<file path="config.mk">
export PLATFORM = sky130hd
export DESIGN_NAME = ks_add_sched
export DESIGN_NICKNAME = d
export VERILOG_FILES = /design/src/rtl/ks_pkg.sv /design/src/rtl/rr_arb.sv /design/src/rtl/ks_add_sched.sv
export SDC_FILE = /design/constraint.sdc
export NUM_CORES = 1
export LEC_CHECK = 0
export CAP_MARGIN = 5
export CORE_AREA = 2 2 156 158
export DETAILED_ROUTE_END_ITERATION = 10
export DIE_AREA = 0 0 158 160
export PLACE_DENSITY = 0.5
export SLEW_MARGIN = 0
export SYNTH_ARGS = -nofsm -noshare
export SYNTH_HDL_FRONTEND = slang
export SYNTH_SLANG_ARGS = --single-unit
</file>
<file path="constraint.sdc">
create_clock -name i_clk -period 2.9 [get_ports i_clk]
set_input_delay 0.58 -clock i_clk [delete_from_list [all_inputs] [get_ports i_clk]]
set_output_delay 0.58 -clock i_clk [all_outputs]
set_load 0.1 [all_outputs]
</file>
<file path="src/rtl/ks_pkg.sv">
// Shared types and defaults for the Kogge-Stone adder scheduler.
package ks_pkg;

  localparam int WIDTH_DEF = 32;
  localparam int LAT_DEF   = 3;
  localparam int NREQ_DEF  = 4;
  localparam int NREQ_MAX  = 8;

  // The id field is sized for the largest supported requester count.
  localparam int IDW = $clog2(NREQ_MAX);

  typedef struct packed {
    logic           vld;
    logic [IDW-1:0] id;
  } tag_t;

endpackage

</file>
<file path="src/rtl/rr_arb.sv">
// Round-robin arbiter: grants the lowest valid requester at or after the
// pointer, wrapping, and advances the pointer past each granted requester.
module rr_arb
  import ks_pkg::*;
#(
  parameter int NREQ = NREQ_DEF
) (
  input  logic            i_clk,
  input  logic            i_rst,
  input  logic            i_en,
  input  logic [NREQ-1:0] i_req,
  output logic [NREQ-1:0] o_grant,
  output logic [IDW-1:0]  o_grant_id
);

  logic [IDW-1:0]  ptr_q, ptr_d;
  logic [NREQ-1:0] req_hi;
  logic            any_hi, any_lo, grant_any;
  logic [IDW-1:0]  id_hi, id_lo, id_sel;

  // NOTE: every signal driven here gets a default first, so no path leaves
  // a value unassigned and no latch is inferred.
  always_comb begin
    req_hi     = '0;
    any_hi     = 1'b0;
    any_lo     = 1'b0;
    id_hi      = '0;
    id_lo      = '0;
    o_grant    = '0;
    o_grant_id = '0;
    ptr_d      = ptr_q;

    for (int k = 0; k < NREQ; k++) begin
      req_hi[k] = i_req[k] && (k >= int'(ptr_q));
    end

    // Walk downwards so the lowest index found is the one that sticks.
    for (int k = NREQ - 1; k >= 0; k--) begin
      if (req_hi[k]) begin
        any_hi = 1'b1;
        id_hi  = IDW'(k);
      end
      if (i_req[k]) begin
        any_lo = 1'b1;
        id_lo  = IDW'(k);
      end
    end

    grant_any = i_en && any_lo;
    id_sel    = any_hi ? id_hi : id_lo;

    for (int k = 0; k < NREQ; k++) begin
      o_grant[k] = grant_any && (id_sel == IDW'(k));
    end

    if (grant_any) begin
      o_grant_id = id_sel;
      ptr_d      = (id_sel == IDW'(NREQ - 1)) ? '0 : id_sel + IDW'(1);
    end
  end

  // NOTE: state registers use non-blocking assignments so every flop samples
  // the pre-edge values of the others.
  always_ff @(posedge i_clk or posedge i_rst) begin
    if (i_rst) begin
      ptr_q <= '0;
    end else begin
      ptr_q <= ptr_d;
    end
  end

endmodule

</file>
<file path="src/rtl/ks_add_sched.sv">
// Shares one pipelined adder among NREQ requesters: round-robin issue,
// requester-id tag pipeline matching the adder latency, one-cycle response.
module ks_add_sched
  import ks_pkg::*;
#(
  parameter int NREQ  = NREQ_DEF,
  parameter int WIDTH = WIDTH_DEF,
  parameter int LAT   = LAT_DEF
) (
  input  logic                  i_clk,
  input  logic                  i_rst,
  input  logic                  i_en,
  input  logic [NREQ-1:0]       i_req_valid,
  output logic [NREQ-1:0]       o_req_ready,
  input  logic [NREQ*WIDTH-1:0] i_req_a,
  input  logic [NREQ*WIDTH-1:0] i_req_b,
  input  logic [NREQ-1:0]       i_req_cin,
  output logic                  o_add_valid,
  output logic [WIDTH-1:0]      o_add_a,
  output logic [WIDTH-1:0]      o_add_b,
  output logic                  o_add_c0,
  input  logic [WIDTH-1:0]      i_add_sum,
  input  logic                  i_add_cout,
  output logic [NREQ-1:0]       o_rsp_valid,
  output logic [WIDTH-1:0]      o_rsp_sum,
  output logic                  o_rsp_cout,
  output logic                  o_busy
);

  logic [NREQ-1:0] grant;
  logic [IDW-1:0]  grant_id;

  rr_arb #(.NREQ(NREQ)) u_arb (
    .i_clk      (i_clk),
    .i_rst      (i_rst),
    .i_en       (i_en),
    .i_req      (i_req_valid),
    .o_grant    (grant),
    .o_grant_id (grant_id)
  );

  assign o_req_ready = grant;
  assign o_add_valid = |grant;

  // Grant is one-hot or zero, so at most one requester drives the adder.
  always_comb begin
    o_add_a  = '0;
    o_add_b  = '0;
    o_add_c0 = 1'b0;
    for (int k = 0; k < NREQ; k++) begin
      if (grant[k]) begin
        o_add_a  = i_req_a[k*WIDTH +: WIDTH];
        o_add_b  = i_req_b[k*WIDTH +: WIDTH];
        o_add_c0 = i_req_cin[k];
      end
    end
  end

  tag_t [LAT-1:0]  tag_q, tag_d;
  tag_t            tag_last;
  logic [NREQ-1:0] rsp_valid_q, rsp_valid_d;
  logic [WIDTH-1:0] rsp_sum_q, rsp_sum_d;
  logic            rsp_cout_q, rsp_cout_d;

  always_comb begin
    tag_d[0] = '{vld: |grant, id: grant_id};
    for (int s = 1; s < LAT; s++) begin
      tag_d[s] = tag_q[s-1];
    end
  end

  // The adder result lines up with the last tag stage; sum/cout hold otherwise.
  always_comb begin
    tag_last    = tag_q[LAT-1];
    rsp_valid_d = '0;
    rsp_sum_d   = rsp_sum_q;
    rsp_cout_d  = rsp_cout_q;
    if (tag_last.vld) begin
      rsp_sum_d  = i_add_sum;
      rsp_cout_d = i_add_cout;
      for (int k = 0; k < NREQ; k++) begin
        rsp_valid_d[k] = (tag_last.id == IDW'(k));
      end
    end
  end

  always_comb begin
    o_busy = |rsp_valid_q;
    for (int s = 0; s < LAT; s++) begin
      o_busy = o_busy | tag_q[s].vld;
    end
  end

  // NOTE: the tag pipeline is reset, not just its head, so ops in flight at
  // reset can never surface as a response afterwards.
  always_ff @(posedge i_clk or posedge i_rst) begin
    if (i_rst) begin
      tag_q       <= '0;
      rsp_valid_q <= '0;
      rsp_sum_q   <= '0;
      rsp_cout_q  <= 1'b0;
    end else begin
      tag_q       <= tag_d;
      rsp_valid_q <= rsp_valid_d;
      rsp_sum_q   <= rsp_sum_d;
      rsp_cout_q  <= rsp_cout_d;
    end
  end

  assign o_rsp_valid = rsp_valid_q;
  assign o_rsp_sum   = rsp_sum_q;
  assign o_rsp_cout  = rsp_cout_q;

endmodule
</file>
==> flow_summary.json <==
{
  "outcome": "finished, violations left",
  "violations": "setup timing",
  "swShare_pct": 51.1,
  "viasPerCell": 4.64,
  "die_h_um": 160,
  "cts_tree": "built",
  "synth_flop_cell": "dfrtp_1",
  "synth_edf_count": 0,
  "cp_data_required_time_ns": 2.32,
  "cts-buffers-inserted": 5,
  "path_buf_inv": 4,
  "synthToLayoutAreaGrowth_pct": 178,
  "numClockSinks": 48,
  "coreArea_mm2": 0.0238,
  "netlist_instances": 364,
  "worstRegToRegCells": 8,
  "cts_hold_buf": 0,
  "design_area_mm2": 0.0105,
  "r2r-start": "u_arb.ptr_q[1]$_DFFE_PP0P_",
  "relSlewSlack_pct": 34.0,
  "htree_levels": 2,
  "routed_wl_um": 25500,
  "avgSynthCellArea_um2": 10.4,
  "drive_gt1_share_pct": 38.3,
  "maxCapViolCount": 0,
  "grt_pass1_wl_um": 35900,
  "path_class": "register to output port",
  "rsz0062_at_grt": "true",
  "synth.cell_area_mm2": 0.00378,
  "postRouteAntennaNets": 0,
  "pwr-share-clk_pct": 7.2,
  "startpoint_type": "register",
  "p_sw_mw": 4.17,
  "hold_violations": 0,
  "rows": 57,
  "n_antenna_cell": 0,
  "num_io_pins": 408,
  "path_max_fanout": 8,
  "wl_per_cell_um": 22.7,
  "hpwl_um": 20000,
  "dieArea_mm2": 0.0253,
  "synth_common_cells": "65 x a221o_1, 65 x a32o_1, 65 x nand2b_1",
  "dpl_cell_area_mm2": 0.00983,
  "die_w_um": 158,
  "clock_tree.buffer_depth": 2,
  "p_seq_share_pct": 9.8,
  "crit_start": "u_arb.ptr_q[1]$_DFFE_PP0P_",
  "cp_common_cell": "buf_12",
  "grt_max_degree": 49,
  "slowest_stage": "dfrtp_2",
  "yosys.area.top_type": "dfrtp_1",
  "worst_slack_ns": -0.489,
  "final_util_pct": 44.2,
  "initial_core_util_pct": 15.9,
  "fin_nets": 1101,
  "critPathArrivalTime_ns": 2.81,
  "end_kind": "output port",
  "vias": 5207,
  "p_int_mw": 4.00,
  "hp-class": "register to register",
  "async_flop_share_pct": 100,
  "grt_overflow_total": 0,
  "synth_warnings": 0,
  "antenna_found_initial": 2,
  "crit_chain": "mux2i_2 -> nor2_2 -> or3_4 -> buf_6 -> ha_4 -> buf_12 -> clkbuf_16 -> a221o_1 -> a32o_4 -> buf_12",
  "hold_slack_ns": 0.349,
  "synth_area_leaders": "dfrtp_1 32%, a221o_1 17%, a32o_1 17%",
  "n_fill_cell": 2229,
  "worstMarginPinSlew_ns": 0.988,
  "clock_latency_ns": 0.28,
  "synth_seq_area_share_pct": 31.7,
  "synth_fp_nets": 668,
  "synth_cell_types": 32,
  "portBuffers": 407,
  "crit_end": "o_add_a[27]",
  "r2r_slack_ns": 1.28,
  "ir_drop_mv": 0.353,
  "fin_skew_ns": 0.00350,
  "p_leak_nw": 4.04,
  "first_global_vias": 5576,
  "ys_ff_latch": 48,
  "crit_family": "buffers and inverters",
  "first_iter_violations": 280,
  "cp.depth": 10,
  "post-route-period-util_pct": 117,
  "path_clk_slew_ns": 0.06,
  "setup_viol": 66,
  "finalCriticalPeriod_ns": 3.39,
  "slowest_delay_ns": 0.43,
  "combinationalPowerShare_pct": 83.0,
  "gp_congestion": 0.906,
  "dr.pass1.iters": 4,
  "track_usage_pct": 19.0,
  "yosysTopAreaCellShare_pct": 31.7,
  "drv_slew": 0,
  "reg2reg_to": "u_arb.ptr_q[1]$_DFFE_PP0P_",
  "powerDensity_mw_per_mm2": 775,
  "fmax_ghz": 0.295,
  "drcViolationCount": 0,
  "clockRootBuffer": "clkbuf_16"
}
-- placed cells by master, fill, tap and decap left out, drive strengths merged, types with 2 or more instances in the layout --
cell type	count
clkdlybuf4s50	295
clkinvlp	2
ha	4
inv	3
bufbuf	2
dfrtp	48
mux2	33
nor3b	2
clkbuf	8
nor2	3
buf	173
a21oi	3
and2	4
a221o	65
a32o	65
nand2b	65
nand2	6
nor3	3
-- timing repair --
item	CTS	global route
setup buffers	19	4
resized for setup	40	10
pin swaps	18	12
cloned	8	2
endpoints found under the setup margin	69	68
-- worst reg2reg max path: cells and delay by family, from the launching register on --
kind / cells / cell delay (ns)
AO/OA/AOI/OAI: 3 / 0.46
adder cells (fa/ha/maj): 1 / 0.27
buffers and inverters: 2 / 0.25
flip-flops: 1 / 0.43
AND/OR/NAND/NOR: 2 / 0.10
-- worst min path at each step --
stage	from	endpoint	slack (ns)	depth (start not counted)
after floorplan	tag_d[4]$_DFF_PP0_	tag_d[8]$_DFF_PP0_	0.33	0
after global placement	tag_d[9]$_DFF_PP0_	tag_last[1]$_DFF_PP0_	0.34	0
after detailed placement	tag_d[9]$_DFF_PP0_	tag_last[1]$_DFF_PP0_	0.33	0
after CTS	tag_d[9]$_DFF_PP0_	tag_last[1]$_DFF_PP0_	0.35	0
after global routing	tag_d[9]$_DFF_PP0_	tag_last[1]$_DFF_PP0_	0.36	0
final	tag_d[9]$_DFF_PP0_	tag_last[1]$_DFF_PP0_	0.35	0
-- state kept, by name, indices dropped and copies added (netlist names) --
| register | count |
|---|---|
| u_arb.ptr_q | 2 |
| tag_d | 6 |
| o_rsp_sum | 32 |
| o_rsp_cout | 1 |
| o_rsp_valid | 4 |
| tag_last | 3 |
-- per-layer routing --
metal | track usage (%) | up-vias | wire, um
met1 | 22.4 | 2522 | 9730
li1 | - | 2382 | -
met2 | 34.7 | 273 | 13100
met4 | 3.85 | 2 | 498
met5 | 0 | - | 11
met3 | 4.64 | 28 | 2190
-- kinds of logic after synthesis --
kind of cell             after synthesis  share of synthesized area, %
AO/OA/AOI/OAI                        140                          36.8
adder cells (fa/ha/maj)                4                          1.32
buffers and inverters                 50                          6.02
flip-flops                            48                          31.7
multiplexers                          34                          10.1
AND/OR/NAND/NOR                       88                          14.0
-- power by group through the flow --
stage / sequential, mW / clock (mW) / combinational [mW]
floorplan: 1.22 / 0 / 3.62
global placement: 0.811 / 0 / 6.23
detailed placement: 0.817 / 0 / 6.28
CTS: 0.801 / 0.605 / 6.74
global route: 0.814 / 0.646 / 6.97
finish: 0.802 / 0.586 / 6.78
-- area by class of cell --
type                       count  area, um2  area share (%)
timing repair buffer         473       5630            53.5
multi-input combinational    266       3130            29.7
sequential                    48       1200            11.4
tap                          324        405            3.85
clock buffer                   6        139            1.32
clock inverter                 2       15.0           0.143
inverter                       3       11.3           0.107
-- stage by stage --
stage | worst slack, ns | std cells | power (mW) | TNS (ns)
CTS | -0.502 | 1117 | 8.14 | -30.67
detailed placement | -0.823 | 1084 | 7.10 | -52.86
floorplan | -0.158 | 364 | 4.84 | -7.90
finish | -0.489 | 1122 | 8.17 | -29.76
global route | -0.599 | 1122 | 8.43 | -36.24
global placement | -0.775 | 1084 | 7.04 | -48.13
No activity file was read; power rests on OpenSTA's default activity.
